--- config.mk ---
export PLATFORM = sky130hd
export DESIGN_NAME = top_level
export DESIGN_NICKNAME = d
export VERILOG_FILES = /design/src/rtl/top_level.sv
export SDC_FILE = /design/constraint.sdc
export NUM_CORES = 1
export LEC_CHECK = 0
export CAP_MARGIN = 20
export CORE_AREA = 2 2 39 41
export DETAILED_ROUTE_END_ITERATION = 6
export DIE_AREA = 0 0 41 43
export HOLD_SLACK_MARGIN = 0.1
export PLACE_DENSITY = 0.75
export SLEW_MARGIN = 20
export SYNTH_ARGS = -nofsm -noshare
export SYNTH_HDL_FRONTEND = slang
export SYNTH_SLANG_ARGS = --single-unit
--- constraint.sdc ---
create_clock -name clk -period 1.6 [get_ports clk]
set_input_delay 0.24 -clock clk [delete_from_list [all_inputs] [get_ports clk]]
set_output_delay 0.24 -clock clk [all_outputs]
set_load 0.005 [all_outputs]
--- src/rtl/top_level.sv ---
// ---------------------------------------------------------------------------
// top_level : message encryption engine with an internal 256x8 data memory.
//
// A run starts when req drops low while the engine is idle. The engine fetches
// the pre-length P (core[61]), the tap pattern T (core[62]) and the LFSR seed
// (core[63]). It then produces BLOCK_LEN ciphertext bytes. Each byte is the
// plaintext XORed with the 7-bit LFSR state, and the bytes are written to
// core[OUT_BASE..]. When the block is finished, ack goes high.
//
// Plaintext stream: P leading spaces (0x00), then the 61 message characters
// from core[0..60], then padding spaces.
//
// Ports:
//   clk  - system clock, rising-edge active
//   init - asynchronous active-high reset of the engine (memory is untouched)
//   req  - high holds the engine idle / returns it from DONE, low lets it run
//   ack  - high while the finished block is held (state DONE)
//
// Build option:
//   PARITY_EN - when defined, bit 7 of each ciphertext byte is the even
//               parity of bits [6:0]; when undefined, bit 7 is always 0.
//
// FSM states:
//   state   | meaning
//   IDLE    | waiting for req low
//   LD_PRE  | latch pre-length P, clear byte index
//   LD_TAP  | latch tap pattern T
//   LD_SEED | latch LFSR seed S
//   RD      | form plaintext byte for index i
//   WR      | write ciphertext byte i, step LFSR, advance i
//   DONE    | block complete, ack high until req returns high
// ---------------------------------------------------------------------------

module top_level_dm (
  input  logic       clk,
  input  logic       we,
  input  logic [7:0] waddr,
  input  logic [7:0] wdata,
  input  logic [7:0] raddr,
  output logic [7:0] rdata
);

  logic [7:0] core [0:255];

  always_ff @(posedge clk) begin
    if (we) core[waddr] <= wdata;
  end

  assign rdata = core[raddr];

endmodule

module top_level #(
  parameter int OUT_BASE  = 64,
  parameter int BLOCK_LEN = 64
) (
  input  logic clk,
  input  logic init,
  input  logic req,
  output logic ack
);

  localparam logic [7:0] ADDR_PRE  = 8'd61;
  localparam logic [7:0] ADDR_TAP  = 8'd62;
  localparam logic [7:0] ADDR_SEED = 8'd63;
  localparam logic [7:0] MSG_LAST  = 8'd60;
  localparam logic [7:0] OUT_ADDR  = 8'(OUT_BASE);
  localparam logic [7:0] LAST_IDX  = 8'(BLOCK_LEN - 1);

  typedef enum logic [2:0] {
    IDLE,
    LD_PRE,
    LD_TAP,
    LD_SEED,
    RD,
    WR,
    DONE
  } state_t;

  state_t     state;
  state_t     state_nxt;

  logic [7:0] idx;
  logic [7:0] pre_len;
  logic [6:0] taps;
  logic [6:0] lfsr;
  logic [6:0] plain;

  logic [7:0] raddr;
  logic [7:0] rdata;
  logic [7:0] waddr;
  logic [7:0] wdata;
  logic       we;

  logic [7:0] msg_off;
  logic       in_pre;
  logic       in_msg;
  logic [6:0] cipher7;
  logic       par_bit;

  top_level_dm DM (
    .clk   (clk),
    .we    (we),
    .waddr (waddr),
    .wdata (wdata),
    .raddr (raddr),
    .rdata (rdata)
  );

  // Offset into the message once the leading spaces are done. The subtraction
  // wraps when idx < P, but in that case in_pre masks the result.
  assign msg_off = idx - pre_len;
  assign in_pre  = (idx < pre_len);
  assign in_msg  = (msg_off <= MSG_LAST);

  assign cipher7 = plain ^ lfsr;

`ifdef PARITY_EN
  assign par_bit = ^cipher7;
`else
  assign par_bit = 1'b0;
`endif

  assign waddr = OUT_ADDR + idx;
  assign wdata = {par_bit, cipher7};

  // ack decodes the registered state directly, so it cannot glitch.
  assign ack = (state == DONE);

  always_ff @(posedge clk or posedge init) begin
    if (init) state <= IDLE;
    else      state <= state_nxt;
  end

  always_comb begin
    state_nxt = state;
    raddr     = 8'd0;
    we        = 1'b0;
    case (state)
      IDLE: begin
        if (!req) state_nxt = LD_PRE;
      end
      LD_PRE: begin
        raddr     = ADDR_PRE;
        state_nxt = LD_TAP;
      end
      LD_TAP: begin
        raddr     = ADDR_TAP;
        state_nxt = LD_SEED;
      end
      LD_SEED: begin
        raddr     = ADDR_SEED;
        state_nxt = RD;
      end
      RD: begin
        raddr     = msg_off;
        state_nxt = WR;
      end
      WR: begin
        we        = 1'b1;
        state_nxt = (idx == LAST_IDX) ? DONE : RD;
      end
      DONE: begin
        if (req) state_nxt = IDLE;
      end
      default: state_nxt = IDLE;
    endcase
  end

  always_ff @(posedge clk or posedge init) begin
    if (init) begin
      idx     <= 8'd0;
      pre_len <= 8'd0;
      taps    <= 7'd0;
      lfsr    <= 7'd0;
      plain   <= 7'd0;
    end else begin
      case (state)
        LD_PRE: begin
          pre_len <= rdata;
          idx     <= 8'd0;
        end
        LD_TAP:  taps <= rdata[6:0];
        LD_SEED: lfsr <= rdata[6:0];
        RD: begin
          if (in_pre || !in_msg) plain <= 7'd0;
          else                   plain <= rdata[6:0];
        end
        WR: begin
          lfsr <= {lfsr[5:0], ^(lfsr & taps)};
          idx  <= idx + 8'd1;
        end
        default: ;
      endcase
    end
  end

endmodule

# Word level (Yosys, flattened, before mapping)
# Index checks and enable logic that the tools add are counted.
dict set report totals {
  regBits 11
  latchBits 0
  ramBits 0
  mem_bits_ro 0
  input_bits 3
  output_inout_bits 1
  word_cells 20
  mem_count 0
}
dict set report classes {
  addsub 1
  mul 0
  div 0
  order_cmp 0
  n_eq_ne 9
  shift 0
  muxes 5
  bitwise 0
  reduce_logical 3
}
# cell n
set ops {}
lappend ops {{$pmux 3 s7} 1}
lappend ops {{$pmux 8 s2} 1}
lappend ops {{$eq 3x3->1 const B} 3}
lappend ops {{$add 8x1->8 const B} 1}
lappend ops {{$eq 8x6->1 const B} 1}
lappend ops {{$eq 3x2->1 const B} 2}
lappend ops {{$mux 3} 2}
lappend ops {{$ne 2x2->1 const B} 2}
lappend ops {{$eq 3x1->1 const B} 1}
lappend ops {{$logic_not 3->1} 1}
lappend ops {{$mux 2} 1}
lappend ops {{$reduce_and 2->1} 1}
lappend ops {{$reduce_bool 2->1} 1}

# Longest topological paths before layout
dict set report logic_depth {
  ltp_word 3
  ltp_mapped 5
  mapped_depth_nobuf 4
}

# Least setup slack after synthesis
# OpenSTA, ideal clock, no wires.
dict set report synth_path {
  path_type {reg2reg}
  from {reg state[1]}
  to {reg idx[5]}
  setup_time_ns 0.104
  t_arrival_ns 1.264
  required_time_ns 1.496
  slack_ns 0.232
  path_stages_with_launch 6
  path_buffers 2
  synth_period_minus_slack_ns 1.368
  path_cell_list {dfrtp_1 > buf_6 > nand2b_4 > buf_6 > or3b_1 > o311ai_1}
}
dict set report synth_between {
  elab_chain_len 2
  elab_cells_between_ends 4
  classes_between {eq/ne: 2; mux: 1; reduce/logical: 1}
}
# element line_no
set synth_rtl {}
lappend synth_rtl {{from (decl)} 80} ;# state_t state;
lappend synth_rtl {{from (signal assigned)} 132} ;# else state <= state_nxt;
lappend synth_rtl {{$eq 3x3->1 or $eq 3x1->1 (tied branches)} 178} ;# case (state)
lappend synth_rtl {{$pmux 8 s2 or $reduce_bool 2->1 (tied branches)} --}
lappend synth_rtl {{to (signal assigned)} 191} ;# idx <= idx + 8'd1;
lappend synth_rtl {{to (decl)} 83} ;# logic [7:0] idx;
# Several ways; a longest one is shown, not always the timed one.
# A chain may end at the register's enable or synchronous reset.

# Final worst setup path
dict set report layout_path {
  from {reg state[0]}
  to {out ack}
}
dict set report layout_between {
  elab_chain_len 1
}
# element line_no
set layout_rtl {}
lappend layout_rtl {{$eq 3x3->1} 128} ;# assign ack = (state == DONE);
lappend layout_rtl {{to (decl)} 60} ;# output logic ack
# Every way passes these cells.

==> results.yml <==
setup_path:
  crit_arrival_ns: 1.28
  rr_worst_depth: 4
  worst-path-max-fanout: 2
  reg2reg_from: "state[1]"
  start_kind: "flip-flop"
  crit_start: "state[0]"
  critPathKind: "reg2out"
  end_kind: "output pin"
  ff2ff_setup_slack_ns: 0.16
  cp.required_ns: 1.36
global_routing:
  track_usage_pct: 17.1
  grt_pass1_vias: 464
  grt_max_degree: 16
  gr-total-overflow: 0
  antenna_found_initial: 0
  grt_pass1_wl_um: 2010
detailed_routing:
  postRouteAntennaNets: 0
  drt-total-wl_um: 1160
  vias: 494
  drcViolationCount: 0
  firstDrtPassIters: 3
  drt_iter0_drc: 9
  vias_per_cell: 5.68
  routedWlPerCell_um: 13.4
placement:
  globalplace.congestion: 0.759
  dpl.hpwl_um: 803
  io_buffers: 3
  place_ws_ns: 0.218
  place_area_um2: 664
timing:
  period_needed_ns: 1.52
  finalWorstSetupSlack_ns: 0.0813
  rsz0062_at_grt: "no"
  final.setup.tns_ns: 0
  finalSetupViolCount: 0
  hold_viol_final: 0
  fin_crit_sh_pct: 94.9
  fmax_mhz: 658
  tightest_slew_ns: 0.431
  skew_ns: 0.00983
  finalMaxSlewViolations: 0
  maxSlewHeadroom_pct: 71.2
clock_network:
  cts_buffers: 3
  cts_sinks: 11
  htreeDepth: 1
  cts-root-buf: "clkbuf_4"
  clk_pin_slew_ns: 0.08
  clock_path_buffers: 2
  cts_tree: "done"
  clk_latency_ns: 0.27
power:
  p_int_uw: 686
  powerDensity_mw_per_mm2: 1550
  p_sw_share_pct: 37.3
  peakVddDrop_uv: 888
  power_frac_comb_pct: 43.9
  p_switching_uw: 409
  finalPower_uw: 1100
  clock_power_share_pct: 17.4
  p_leak_uw: 0.000298
  seqPwrFrac_pct: 38.7
die:
  chipHeight_um: 43
  die-width_um: 41
  die_area_mm2: 0.00176
  ios: 4
  core_mm2: 0.00138
  initial_core_util_pct: 45.6
  rows: 14
synthesis:
  synth_seq_cells: 11
  synth-edff-count: 0
  synth_warnings: 0
  ys.flop_type: "dfrtp_1"
  synth_simple_gate_area_share_pct: 23.2
  yosysTopAreaCell: "dfrtp_1"
  yosysTopAreaCellShare_pct: 43.7
  async_flop_share_pct: 100
  synth-xor-area-share_pct: 0
  synth_compound_area_share_pct: 20.4
  muxShareOfSynthArea_pct: 3.37
  synth.most_common_cell: "dfrtp_1"
  ys_top_cells_by_count: "11 x dfrtp_1, 10 x nand2_1, 6 x o21ai_0"
  yosysSeqAreaShare_pct: 43.7
  synth_area_leaders: "dfrtp_1 44%, nand2_1 6.0%, o21ai_0 4.8%, buf_6 3.6%, nor3b_1 3.6%"
  syn_nets: 68
  synthAdderAreaFrac_pct: 1.98
  synth_top_family_by_area: "simple AND/OR/NAND/NOR gates"
  syn_area_um2: 631
  synth_cells: 64
  netlist-cell-type-count: 29
  synth.avg_cell_area_um2: 9.85
finish:
  diodes: 0
  final_nets: 76
  drive_gt1_share_pct: 21.1
  final_cell_area_um2: 708
  finish.utilization_pct: 51.2
  area_growth_pct: 12.3
flow_run:
  drv_cap: 0
outcome:
  status: "finished, final reports clean"
worst_hold_path:
  hp-class: "in2async"
-- sequential cells by signal, summed over array words and instances (netlist names) --
name,flops
state,3
idx,8
-- final timing paths --
path | end
max in group asynchronous | state[1]
min reg2reg | state[1]
max reg2reg | idx[5]
min in group clk | state[1]
max | ack
min | idx[6]
-- power groups by stage --
stage	Sequential, uW	Combinational, uW	Clock [uW]
3_3_place_gp	465	387	0
3_5_place_dp	468	392	0
4_1_cts	421	480	191
2_1_floorplan	416	386	0
5_1_grt	435	537	214
6_report	424	481	190
-- metrics by stage --
stage	cells	hold WS, ns
after global placement	81	0.513
final	87	0.256
after floorplan	64	0.0924
after global routing	87	0.321
after detailed placement	81	0.534
after CTS	87	0.272
-- layer usage --
metal  GRT usage (%)  part of all wire, %  vias to the layer above  wire length (um)
met3            4.71                  2.0                        2                23
met2            24.4                   47                        5               549
met5               0                    0                        -                 0
met1            24.2                   50                      234               578
li1                -                    -                      253                 -
met4            6.00                 0.86                        0                10
-- cells by family after synthesis --
logic type | Yosys count
simple gates | 26
mux | 2
compound gates | 17
fa+ha+maj | 1
buf+inv | 7
flops | 11
-- final cells by class --
type | count | area [um2]
clock buffer | 4 | 26.3
inverter | 2 | 7.51
tap | 16 | 20.0
sequential | 11 | 278
timing repair buffer | 8 | 67.6
multi-input combinational | 46 | 309
fill | 127 | 676
-- worst max-delay path, cell delays in order (launching register included) --
cell,delay [ns]
dfrtp_2,0.41
nor2_1,0.10
clkdlybuf4s50_1,0.50
-- what timing repair did --
item,4_1_cts,5_1_grt
gates resized for setup,2,0
buffers inserted,2,0
hold buffers,0,0
setup endpoints to repair,1,0
hold endpoints to repair,0,0
-- cell usage in the layout (no fill, tap or decap), types with 2 or more instances in the layout --
master	n
nand4_1	2
nand3b_1	2
clkbuf_4	3
inv_1	2
o21ai_0	6
a22o_2	2
nand2_1	10
o211ai_1	2
nor3b_1	3
dfrtp_2	2
buf_4	5
dfrtp_1	9
nand3_1	4
clkdlybuf4s50_1	3
Power figures use the tool's default switching activity.
